[src/rtl/if_fetch_unit_pkg.sv]
// Shared definitions for the instruction fetch stage.
// Latency: none (constants only).
// Backpressure: not applicable.
package if_fetch_unit_pkg;

    // Fetch FSM encoding
    localparam logic [1:0] ST_IDLE = 2'd0;
    localparam logic [1:0] ST_REQ  = 2'd1;
    localparam logic [1:0] ST_WAIT = 2'd2;
    localparam logic [1:0] ST_HOLD = 2'd3;

    // Instruction presented to IF/ID when nothing valid is held
    localparam logic [31:0] NOP_INSTR = 32'h0000_0000;

    // Byte address of the first fetch after reset
    localparam logic [31:0] DEFAULT_RESET_PC = 32'h0000_3000;

endpackage

[src/rtl/if_fetch_unit.sv]
// Instruction fetch stage: owns the PC, issues single-outstanding imem reads, presents one instruction to IF/ID.
// Latency: Gnt cycle -> Rvalid next cycle -> IF_Valid the cycle after (1 instr / 3 cycles at zero wait).
// Backpressure: IF_ID_WR=0 holds the presented instruction bit-stable and blocks the next request.
//
// Ports:
//   clk, rst                  rising-edge clock, asynchronous active-high reset
//   IF_ID_WR, ID_IFFlush      IF/ID write enable (consume) and active-low flush (kill presented instr)
//   ID_Redirect, ID_Target    branch/jump redirect to a word address
//   Imem_Req/Addr/Gnt         request phase of the instruction memory handshake
//   Imem_Rvalid/Rdata         response phase of the instruction memory handshake
//   IF_IrOut/PcAddOne/Valid   instruction, its PC+1 word address, and validity toward IF/ID
module if_fetch_unit
    import if_fetch_unit_pkg::*;
#(
    parameter logic [31:0] RESET_PC = DEFAULT_RESET_PC
) (
    input  logic        clk,
    input  logic        rst,
    input  logic        IF_ID_WR,
    input  logic        ID_IFFlush,
    input  logic        ID_Redirect,
    input  logic [31:2] ID_Target,
    output logic        Imem_Req,
    output logic [31:2] Imem_Addr,
    input  logic        Imem_Gnt,
    input  logic        Imem_Rvalid,
    input  logic [31:0] Imem_Rdata,
    output logic [31:0] IF_IrOut,
    output logic [31:2] IF_PcAddOne,
    output logic        IF_Valid
);

    logic [1:0]  state;
    logic [31:2] pc;
    logic [31:2] pc_add_one;
    logic [31:0] ir_buf;
    // Set when the outstanding response belongs to a squashed (redirected-away) fetch
    logic        kill;

    // 30-bit add wraps modulo 2^30 naturally
    assign pc_add_one = pc + 30'd1;

    assign Imem_Req    = (state == ST_REQ);
    assign Imem_Addr   = pc;
    assign IF_Valid    = (state == ST_HOLD);
    assign IF_IrOut    = (state == ST_HOLD) ? ir_buf : NOP_INSTR;
    assign IF_PcAddOne = pc_add_one;

    always_ff @(posedge clk or posedge rst) begin
        if (rst) begin
            state  <= ST_IDLE;
            pc     <= RESET_PC[31:2];
            ir_buf <= NOP_INSTR;
            kill   <= 1'b0;
        end else begin
            case (state)
                ST_IDLE: begin
                    if (ID_Redirect) pc <= ID_Target;
                    state <= ST_REQ;
                end

                ST_REQ: begin
                    if (ID_Redirect) begin
                        pc <= ID_Target;
                        // Request for the old PC was accepted: its response must be dropped
                        if (Imem_Gnt) begin
                            state <= ST_WAIT;
                            kill  <= 1'b1;
                        end
                    end else if (Imem_Gnt) begin
                        state <= ST_WAIT;
                    end
                end

                ST_WAIT: begin
                    if (ID_Redirect) begin
                        pc <= ID_Target;
                        if (Imem_Rvalid) begin
                            state <= ST_REQ;
                            kill  <= 1'b0;
                        end else begin
                            kill  <= 1'b1;
                        end
                    end else if (Imem_Rvalid) begin
                        if (kill) begin
                            state <= ST_REQ;
                            kill  <= 1'b0;
                        end else begin
                            ir_buf <= Imem_Rdata;
                            state  <= ST_HOLD;
                        end
                    end
                end

                ST_HOLD: begin
                    if (ID_Redirect) begin
                        pc    <= ID_Target;
                        state <= ST_REQ;
                    end else if (!ID_IFFlush || IF_ID_WR) begin
                        // A flushed instruction still counts as fetched, so PC advances
                        pc    <= pc_add_one;
                        state <= ST_REQ;
                    end
                end

                default: state <= ST_IDLE;
            endcase
        end
    end

endmodule

[config.mk]
export PLATFORM = sky130hd
export DESIGN_NAME = if_fetch_unit
export DESIGN_NICKNAME = d
export VERILOG_FILES = /design/src/rtl/if_fetch_unit_pkg.sv /design/src/rtl/if_fetch_unit.sv
export SDC_FILE = /design/constraint.sdc
export NUM_CORES = 1
export LEC_CHECK = 0
export BUFFER_PORTS_ARGS = -buffer_cell sky130_fd_sc_hd__buf_2
export CAP_MARGIN = 15
export CORE_UTILIZATION = 45
export CTS_BUF_LIST = sky130_fd_sc_hd__clkbuf_8
export DETAILED_ROUTE_END_ITERATION = 10
export MAX_ROUTING_LAYER = met4
export PLACE_DENSITY_LB_ADDON = 0.05
export SLEW_MARGIN = 20
export SYNTH_ARGS = -nofsm -noshare
export SYNTH_HDL_FRONTEND = slang
export SYNTH_SLANG_ARGS = --single-unit
[constraint.sdc]
create_clock -name clk -period 5.9 [get_ports clk]
set_input_delay 1.77 -clock clk [delete_from_list [all_inputs] [get_ports clk]]
set_output_delay 1.77 -clock clk [all_outputs]
set_load 0.1 [all_outputs]
==> metrics list, run 1 <==
- In this run, synthesis produced a sequential element count of 65.
* Final setup fails: 0
- Post-synth top flop: sky130_fd_sc_hd__dfrtp_1
- Area grow syn2layout: 29.1%
- Fraction of met1 tracks used by global routing: 31.0%
- The die covers between 8000 and 9000 um2.
- In this run the worst hold path is classified as reg -> reg.
- Once the clock tree was built, the setup fixing pass inserted 0 buffers.
* First-pass GRT wire length: 15400 um
- In this run the remaining antenna-violating nets after routing total 0.
- The clock arrives with 0.00449 ns of skew.
* Share of Yosys cell area claimed by the top area cell type: 41.4%
- Period minus WS final: 4.65 ns
- Post-CTS sizing: 0
- The synthesized design contains 0 enable-type register cells.
* Number of input and output port buffers inserted: 162
- Routability-driven placement finished with a final weighted congestion of ~0.8.
* Gate Count Post-Synth: 388
- Avg Vias per Cell: 5.33
- The layer flagged by global routing as most heavily used is met2.
* Routed vias: around 3500
- Count of hold buffers inserted by post-cts repair: 0
- Ports placed on the boundary: 163
* Number of maximum-capacitance constraint violations: 0
- Global routing consumed, on the met2 layer, a little over a third of the routing resources.
- Maximum number of pins on one net before global-route repair: 55
* Antenna cells: 0
* GR Overflow Total: 0
* Worst hold stages: 1
- Syn nets: 462
- Summed over all instances, the cell type with the most area after synthesis is sky130_fd_sc_hd__dfrtp_1.
- After detailed routing, the average wire length per cell comes to 14.9 um.
- Sink count of the clock tree: 65
- Maximum clock frequency: 215 MHz
- The first routing iteration left about 120 violations.
- Clock tree from TritonCTS: built
- Ys async rst share: 100%
* Master cell of the clock root buffer: sky130_fd_sc_hd__clkbuf_8
* Clock Pin Slew Worst Setup and Hold Paths: 0.07 ns
- Deepest level of the CTS H-tree: 3
- The number of cells on the worst reg-to-reg path is 6.
* Startpoint type of the worst setup path: flip-flop
- Worst EP required: ~4.1 ns
- Transition time of the tightest slew-check pin: 0.863 ns
- For this configuration, the core starts out at a cell density of 46.4%.
- Netlist Area Pre-Place: 3810 um2
* Maximum fanout count along the critical path: 9
- Grt met3 use: 3.80%
- The pre-antenna-repair detailed-routing pass consisted of 4 iterations.
* Fraction of final layout cells with drive strength greater than 1: between 40% and 50%
- Detailed-placement wirelength estimate: ~6800 um
* Worst-case headroom to the max-slew limit: a little over two fifths
- Counting along the longest clock path gives a buffer depth of 2.
- CTS buffer count: 9
* Syn Area/Cell: a little under 10 um2
- The die is 94.0 um tall.
- For the final routed database, the setup TNS stands at 0 ns.
- The filler cells instantiated in the layout total 774.
- Run status: complete, no violations
* Cell types with the largest area share after synthesis: sky130_fd_sc_hd__dfrtp_1 41%, sky130_fd_sc_hd__mux2_2 9.5%, sky130_fd_sc_hd__and2_1 5.7%
* Placeable core area: 8220 um2
- For this run, the post-layout net count is 616.
* Syn. warnings: 0
- STA puts the critical path data arrival time at approximately 2.9 ns.
- Number of standard-cell rows in the floorplan: 33
* WS Path Type: reg -> out
- RSZ-0062 raised after global routing: false
- The number of hold violations in the final report was 0.
* Die Wd: 94.0 um
- Number of global-route vias before repair: 3177
- STA classifies the critical path endpoint as an output port.
- Skew-Pair Late Insertion Delay: 0.34 ns
- Drt total wl: 9700 um
- Count of distinct cell types in the synthesized netlist: 48
* Max-slew violation total from the final report: 0
- After detailed routing, the number of remaining DRC violations is 0.
* Total routing usage reported by global routing: 23.3%
* Antenna violations before repair: 0
- Of the synthesized area, sequential elements account for 42.7%.
- Share of the clock period used by the worst path after layout: 78.8%
-- flip-flops by register name, indices dropped and copies added (netlist names) --
name       cells
Imem_Addr     30
ir_buf        32
state          2
kill           1
-- worst max-delay path, stage by stage, from the launching register on --
cell and delay [ns]:
sky130_fd_sc_hd__dfrtp_1 0.44, sky130_fd_sc_hd__ha_1 0.27, sky130_fd_sc_hd__nand3_2 0.21, sky130_fd_sc_hd__nor4_4 0.69
sky130_fd_sc_hd__nand3_1 0.26, sky130_fd_sc_hd__xnor2_1 0.21, sky130_fd_sc_hd__buf_2 0.45
-- metal layers --
metal | wire (um) | up-vias
met2 | 4490 | 110
met5 | 0 | -
met1 | 4550 | 1652
met4 | 179 | 0
li1 | - | 1699
met3 | 477 | 13
-- cells in the mapped netlist, types with 4 or more instances --
cell                        instances
sky130_fd_sc_hd__dfrtp_1           63
sky130_fd_sc_hd__and2_1            35
sky130_fd_sc_hd__nand2_1           34
sky130_fd_sc_hd__mux2_2            32
sky130_fd_sc_hd__a21oi_1           24
sky130_fd_sc_hd__nand3_1           23
sky130_fd_sc_hd__xnor2_1           21
sky130_fd_sc_hd__clkbuf_1          18
sky130_fd_sc_hd__o21ai_0           16
sky130_fd_sc_hd__o22ai_1           14
sky130_fd_sc_hd__a2bb2oi_1         10
sky130_fd_sc_hd__nor2_1            10
sky130_fd_sc_hd__inv_1              9
sky130_fd_sc_hd__xor2_1             7
sky130_fd_sc_hd__a22oi_1            6
sky130_fd_sc_hd__nand4_1            6
sky130_fd_sc_hd__and3_1             5
sky130_fd_sc_hd__ha_1               5
sky130_fd_sc_hd__and4_1             4
sky130_fd_sc_hd__o311ai_0           4
-- final timing paths --
kind	from	end	slack [ns]
max	Imem_Addr[3]$_DFFE_PP0P_	IF_PcAddOne[30]	1.25
min	ir_buf[2]$_DFFE_PP0P_	ir_buf[2]$_DFFE_PP0P_	0.50
max reg2reg	state[1]$_DFFE_PP0P_	Imem_Addr[18]$_DFFE_PP0P_	3.36
min reg2reg	ir_buf[2]$_DFFE_PP0P_	ir_buf[2]$_DFFE_PP0P_	0.50
max in group asynchronous	rst	Imem_Addr[8]$_DFFE_PP0P_	3.52
min in group asynchronous	rst	ir_buf[18]$_DFFE_PP0P_	1.43
-- layout by cell type (no fill, tap or decap), types with 2 or more instances in the layout --
| cell type | instances |
|---|---|
| sky130_fd_sc_hd__a21oi_1 | 24 |
| sky130_fd_sc_hd__a22oi_1 | 6 |
| sky130_fd_sc_hd__a2bb2oi_1 | 10 |
| sky130_fd_sc_hd__a31oi_1 | 3 |
| sky130_fd_sc_hd__and2_1 | 35 |
| sky130_fd_sc_hd__and3_1 | 5 |
| sky130_fd_sc_hd__and4_1 | 4 |
| sky130_fd_sc_hd__buf_2 | 162 |
| sky130_fd_sc_hd__buf_4 | 5 |
| sky130_fd_sc_hd__bufinv_16 | 2 |
| sky130_fd_sc_hd__clkbuf_8 | 11 |
| sky130_fd_sc_hd__clkinvlp_4 | 2 |
| sky130_fd_sc_hd__dfrtp_1 | 63 |
| sky130_fd_sc_hd__dfstp_2 | 2 |
| sky130_fd_sc_hd__ha_1 | 4 |
| sky130_fd_sc_hd__inv_1 | 9 |
| sky130_fd_sc_hd__mux2_2 | 32 |
| sky130_fd_sc_hd__nand2_1 | 34 |
| sky130_fd_sc_hd__nand2b_1 | 2 |
| sky130_fd_sc_hd__nand3_1 | 23 |
| sky130_fd_sc_hd__nand4_1 | 6 |
| sky130_fd_sc_hd__nor2_1 | 10 |
| sky130_fd_sc_hd__nor4_4 | 2 |
| sky130_fd_sc_hd__o211ai_1 | 3 |
| sky130_fd_sc_hd__o21ai_0 | 16 |
| sky130_fd_sc_hd__o22ai_1 | 14 |
| sky130_fd_sc_hd__o2bb2a_1 | 2 |
| sky130_fd_sc_hd__o311ai_0 | 4 |
| sky130_fd_sc_hd__o31ai_1 | 2 |
| sky130_fd_sc_hd__or4_1 | 2 |
| sky130_fd_sc_hd__xnor2_1 | 21 |
| sky130_fd_sc_hd__xor2_1 | 7 |
-- final cells by class --
type	instances	area [um2]	area share [%]
Multi-Input combinational cell	290	2050	41.6
Sequential cell	65	1630	33.1
Timing Repair Buffer	167	848	17.2
Clock buffer	11	151	3.08
Tap cell	105	131	2.67
Clock inverter	5	78.8	1.60
Inverter	9	33.8	0.686
-- through the flow --
stage / hold WS [ns] / area, um2 / cells / worst slack, ns / utilization (%)
floorplan: 0.472 / 3810 / 388 / 0.190 / -
global placement: 0.481 / 4690 / 636 / 1.73 / 57.1
detailed placement: 0.488 / 4690 / 636 / 1.62 / 57.1
CTS: 0.505 / 4920 / 652 / 1.24 / 59.9
global route: 0.522 / 4920 / 652 / 0.948 / 59.9
finish: 0.503 / 4920 / 652 / 1.25 / 59.9
-- kinds of logic (layout without fill, tap and decap cells) --
| family | count (synthesis) | after routing | share of synthesized area (%) |
|---|---|---|---|
| AND/OR/NAND/NOR | 137 | 137 | 20.9 |
| AO/OA/AOI/OAI | 87 | 87 | 14.6 |
| flip-flops | 65 | 65 | 42.7 |
| multiplexers | 33 | 33 | 9.71 |
| buffers and inverters | 33 | 192 | 3.94 |
| XOR/XNOR | 28 | 28 | 6.43 |
| adder cells (fa/ha/maj) | 5 | 5 | 1.64 |
Power of run 1 is not shown: default switching activity piles up to over one toggle a cycle in this logic, so the estimate is an artifact.
==> run 2: changes to the inputs <==
==> constraint.sdc (replaced) <==
create_clock -name clk -period 3.95 [get_ports clk]
set_input_delay 1.185 -clock clk [delete_from_list [all_inputs] [get_ports clk]]
set_output_delay 1.185 -clock clk [all_outputs]
set_load 0.1 [all_outputs]
==> metrics list, run 2 (synthesis gave the netlist of run 1 again) <==
- Number of global-route vias before repair: 3286 (was 3177)
- The overall fraction of global-route tracks in use is 24.1% (was 23.3%).
* Clock tree from TritonCTS: built (unchanged)
- The final-report max-slew violation count was 0 (unchanged).
* Starting Density: 46.4% (unchanged)
* CTS buffer count: 9 (unchanged)
* Final routed DRC violation total: 0 (unchanged)
* Start point of the worst min-delay path: ir_buf[3]$_DFFE_PP0P_ (was ir_buf[2]$_DFFE_PP0P_)
- Share of the clock period used by the worst path after layout: 96.8%
- The worst path needs 3.82 ns of the cycle, external delays included.
- Area of the die: 8840 um2 (unchanged)
- RePlAce Congestion: 0.812 (was 0.789)
- Derived from the worst setup path, the maximum achievable clock frequency is 262 MHz.
- The maximum clock path buffer count is 2 (unchanged).
- Worst path cell trace: nand3_1 -> nor4_4 -> buf_4 -> and4_1 -> xor2_4 -> buf_2 (was ha_1 -> nand3_2 -> nor4_4 -> nand3_1 -> xnor2_1 -> buf_2).
* Number of input and output port buffers inserted: 162 (unchanged)
- Die boundary height: 94.0 um (unchanged)
- The clock latency on the worst-skew pair came to 0.34 ns (about the same).
- The area of placed instances is 5170 um2 (was 4690 um2).
- Slowest Stage Delay on Critical Path: 0.60 ns (was 0.69 ns)
* Number of flip-flops in the largest register: 32 (unchanged)
- Register name with the most flops: ir_buf (unchanged)
- The pin count of the biggest net entering global routing was 66 (was 55).
- Final sum of negative setup slack: 0 ns (unchanged)
- Max Clock Skew: 0.0107 ns (was 0.00449 ns)
* Top library cells by usage in the layout, fill and taps aside: 155 x sky130_fd_sc_hd__buf_2, 52 x sky130_fd_sc_hd__dfrtp_1, 35 x sky130_fd_sc_hd__and2_1 (was 162 x sky130_fd_sc_hd__buf_2, 63 x sky130_fd_sc_hd__dfrtp_1, 35 x sky130_fd_sc_hd__and2_1)
- The worst path required time was 2.76 ns (was 4.13 ns).
- The master cell of the clock root buffer was sky130_fd_sc_hd__clkbuf_8 (unchanged).
* Avg Vias per Cell: 5.36 (was 5.33)
* Ports placed on the boundary: 163 (unchanged)
- Transition time of the tightest slew-check pin: 0.827 ns (was 0.863 ns)
- The type of element capturing the critical path is an output port (unchanged).
- Sink count of the clock tree: 65 (unchanged)
- Worst endpoint data arrival time: 2.64 ns (was 2.88 ns)
- The final standard cell area without fillers came to 5380 um2 (was 4920 um2).
* Detailed-placement wirelength estimate: 7170 um (was 6810 um)
- Number of cells on the worst reg-to-reg path: 7 (was 6)
- The CTS clock-pin slew for the worst setup and hold paths was 0.08 ns (was 0.07 ns).
- Fraction of final layout cells with drive strength greater than 1: 49.1% (was 42.0%)
- Routed vias: 3508 (was 3474)
* Deepest level of the CTS H-tree: 3 (unchanged)
- Antenna violations before repair: 0 (unchanged)
- The number of iterations in the first detailed-routing pass came to 4 (unchanged).
- Post-layout nets: 619 (was 616)
- The row count came to 33 (unchanged).
* Setup slack after layout: 0.126 ns (was 1.25 ns)
* Routed length per instance: 15.1 um (was 14.9 um)
- The number of filler instances in the final layout is 677 (was 774).
- Final setup fails: 0 (unchanged)
- GR Overflow Total: 0 (unchanged)
* Most frequent standard cell in the layout excluding fill and tap cells: sky130_fd_sc_hd__buf_2 (unchanged)
* Launch instance of the worst register-to-register path: state[0]$_DFFE_PP0P_ (was state[1]$_DFFE_PP0P_)
* Worst hold stages: 1 (unchanged)
- The category of the worst setup path launch point was a flip-flop (unchanged).
- Path type of the worst min-delay path: reg -> reg (unchanged)
* Number of maximum-capacitance constraint violations: 0 (unchanged)
- Area grow syn2layout: 41.2% (was 29.1%)
- Antenna cells: 0 (unchanged)
- Critical path startpoint: Imem_Addr[13]$_DFFE_PP1P_ (was Imem_Addr[3]$_DFFE_PP0P_)
* DRT antenna net count: 0 (unchanged)
- Run status: complete, no violations (unchanged).
- RSZ-0062 raised after global routing: false (unchanged)
- The wire length of the first global-routing pass is 15900 um (was 15400 um).
- Worst-path cell with the longest stage delay: sky130_fd_sc_hd__dfstp_2 (was sky130_fd_sc_hd__nor4_4)
- The largest driver fanout on the critical path came to 8 (was 9).
- WS Path Type: reg -> out (unchanged)
- The hold buffer count at cts came to 0 (unchanged).
- The normalized max-slew margin is 44.9% (was 41.8%).
- The horizontal die dimension is 94.0 um (unchanged).
* Worst slack at placement: 0.363 ns (was 1.62 ns)
- Initial DRC Count: 217 (was 115)
- The core area was 8220 um2 (unchanged).
- Final Hold Viols: 0 (unchanged)
* Drt total wl: 9890 um (was 9700 um)
[run 2: path summary, 6_finish.rpt]
kind                                        endpoint  slack [ns]
min reg2reg                    ir_buf[3]$_DFFE_PP0P_        0.50
max reg2reg                Imem_Addr[18]$_DFFE_PP0P_        1.35
min in group asynchronous      ir_buf[9]$_DFFE_PP0P_        1.09
min                            ir_buf[3]$_DFFE_PP0P_        0.50
max in group asynchronous   Imem_Addr[2]$_DFFE_PP0P_        2.28
max                                  IF_PcAddOne[25]        0.13
[run 2: stage by stage]
step	instances	hold WS (ns)	utilization [%]
3_3_place_gp	638	0.480	62.9
2_1_floorplan	388	0.472	-
3_5_place_dp	638	0.487	62.9
5_1_grt	655	0.519	65.5
6_report	655	0.498	65.5
4_1_cts	655	0.506	65.4
[run 2: final cells by class]
class	count	area, um2	share of cell area [%]
Multi-Input combinational cell	290	2410	44.8
Sequential cell	65	1640	30.5
Timing Repair Buffer	170	963	17.9
Tap cell	105	131	2.44
Clock buffer	9	124	2.30
Clock inverter	7	73.8	1.37
Inverter	9	33.8	0.628
[run 2: repair_timing]
item,in CTS,in global routing
pin swaps,1,0
gates resized for setup,0,1
setup endpoints to repair,2,1
setup buffers,1,0
[run 2: worst max-delay path: cells and delay by family, from the launching register on]
kind                      cells  cell delay, ns
and+or+nand+nor               3            0.88
DFF                           1            0.60
xor gates and xnor gates      1            0.16
buffers and inverters         2            0.66
[run 2: per-layer routing]
layer | global-route usage [%] | up-vias | routed length (um)
li1 | - | 1710 | -
met1 | 31.4 | 1665 | 4310
met2 | 37.3 | 118 | 4800
met3 | 5.42 | 15 | 625
met4 | 7.95 | 0 | 152
met5 | - | - | 0
Power of run 2 is left out for the same reason.
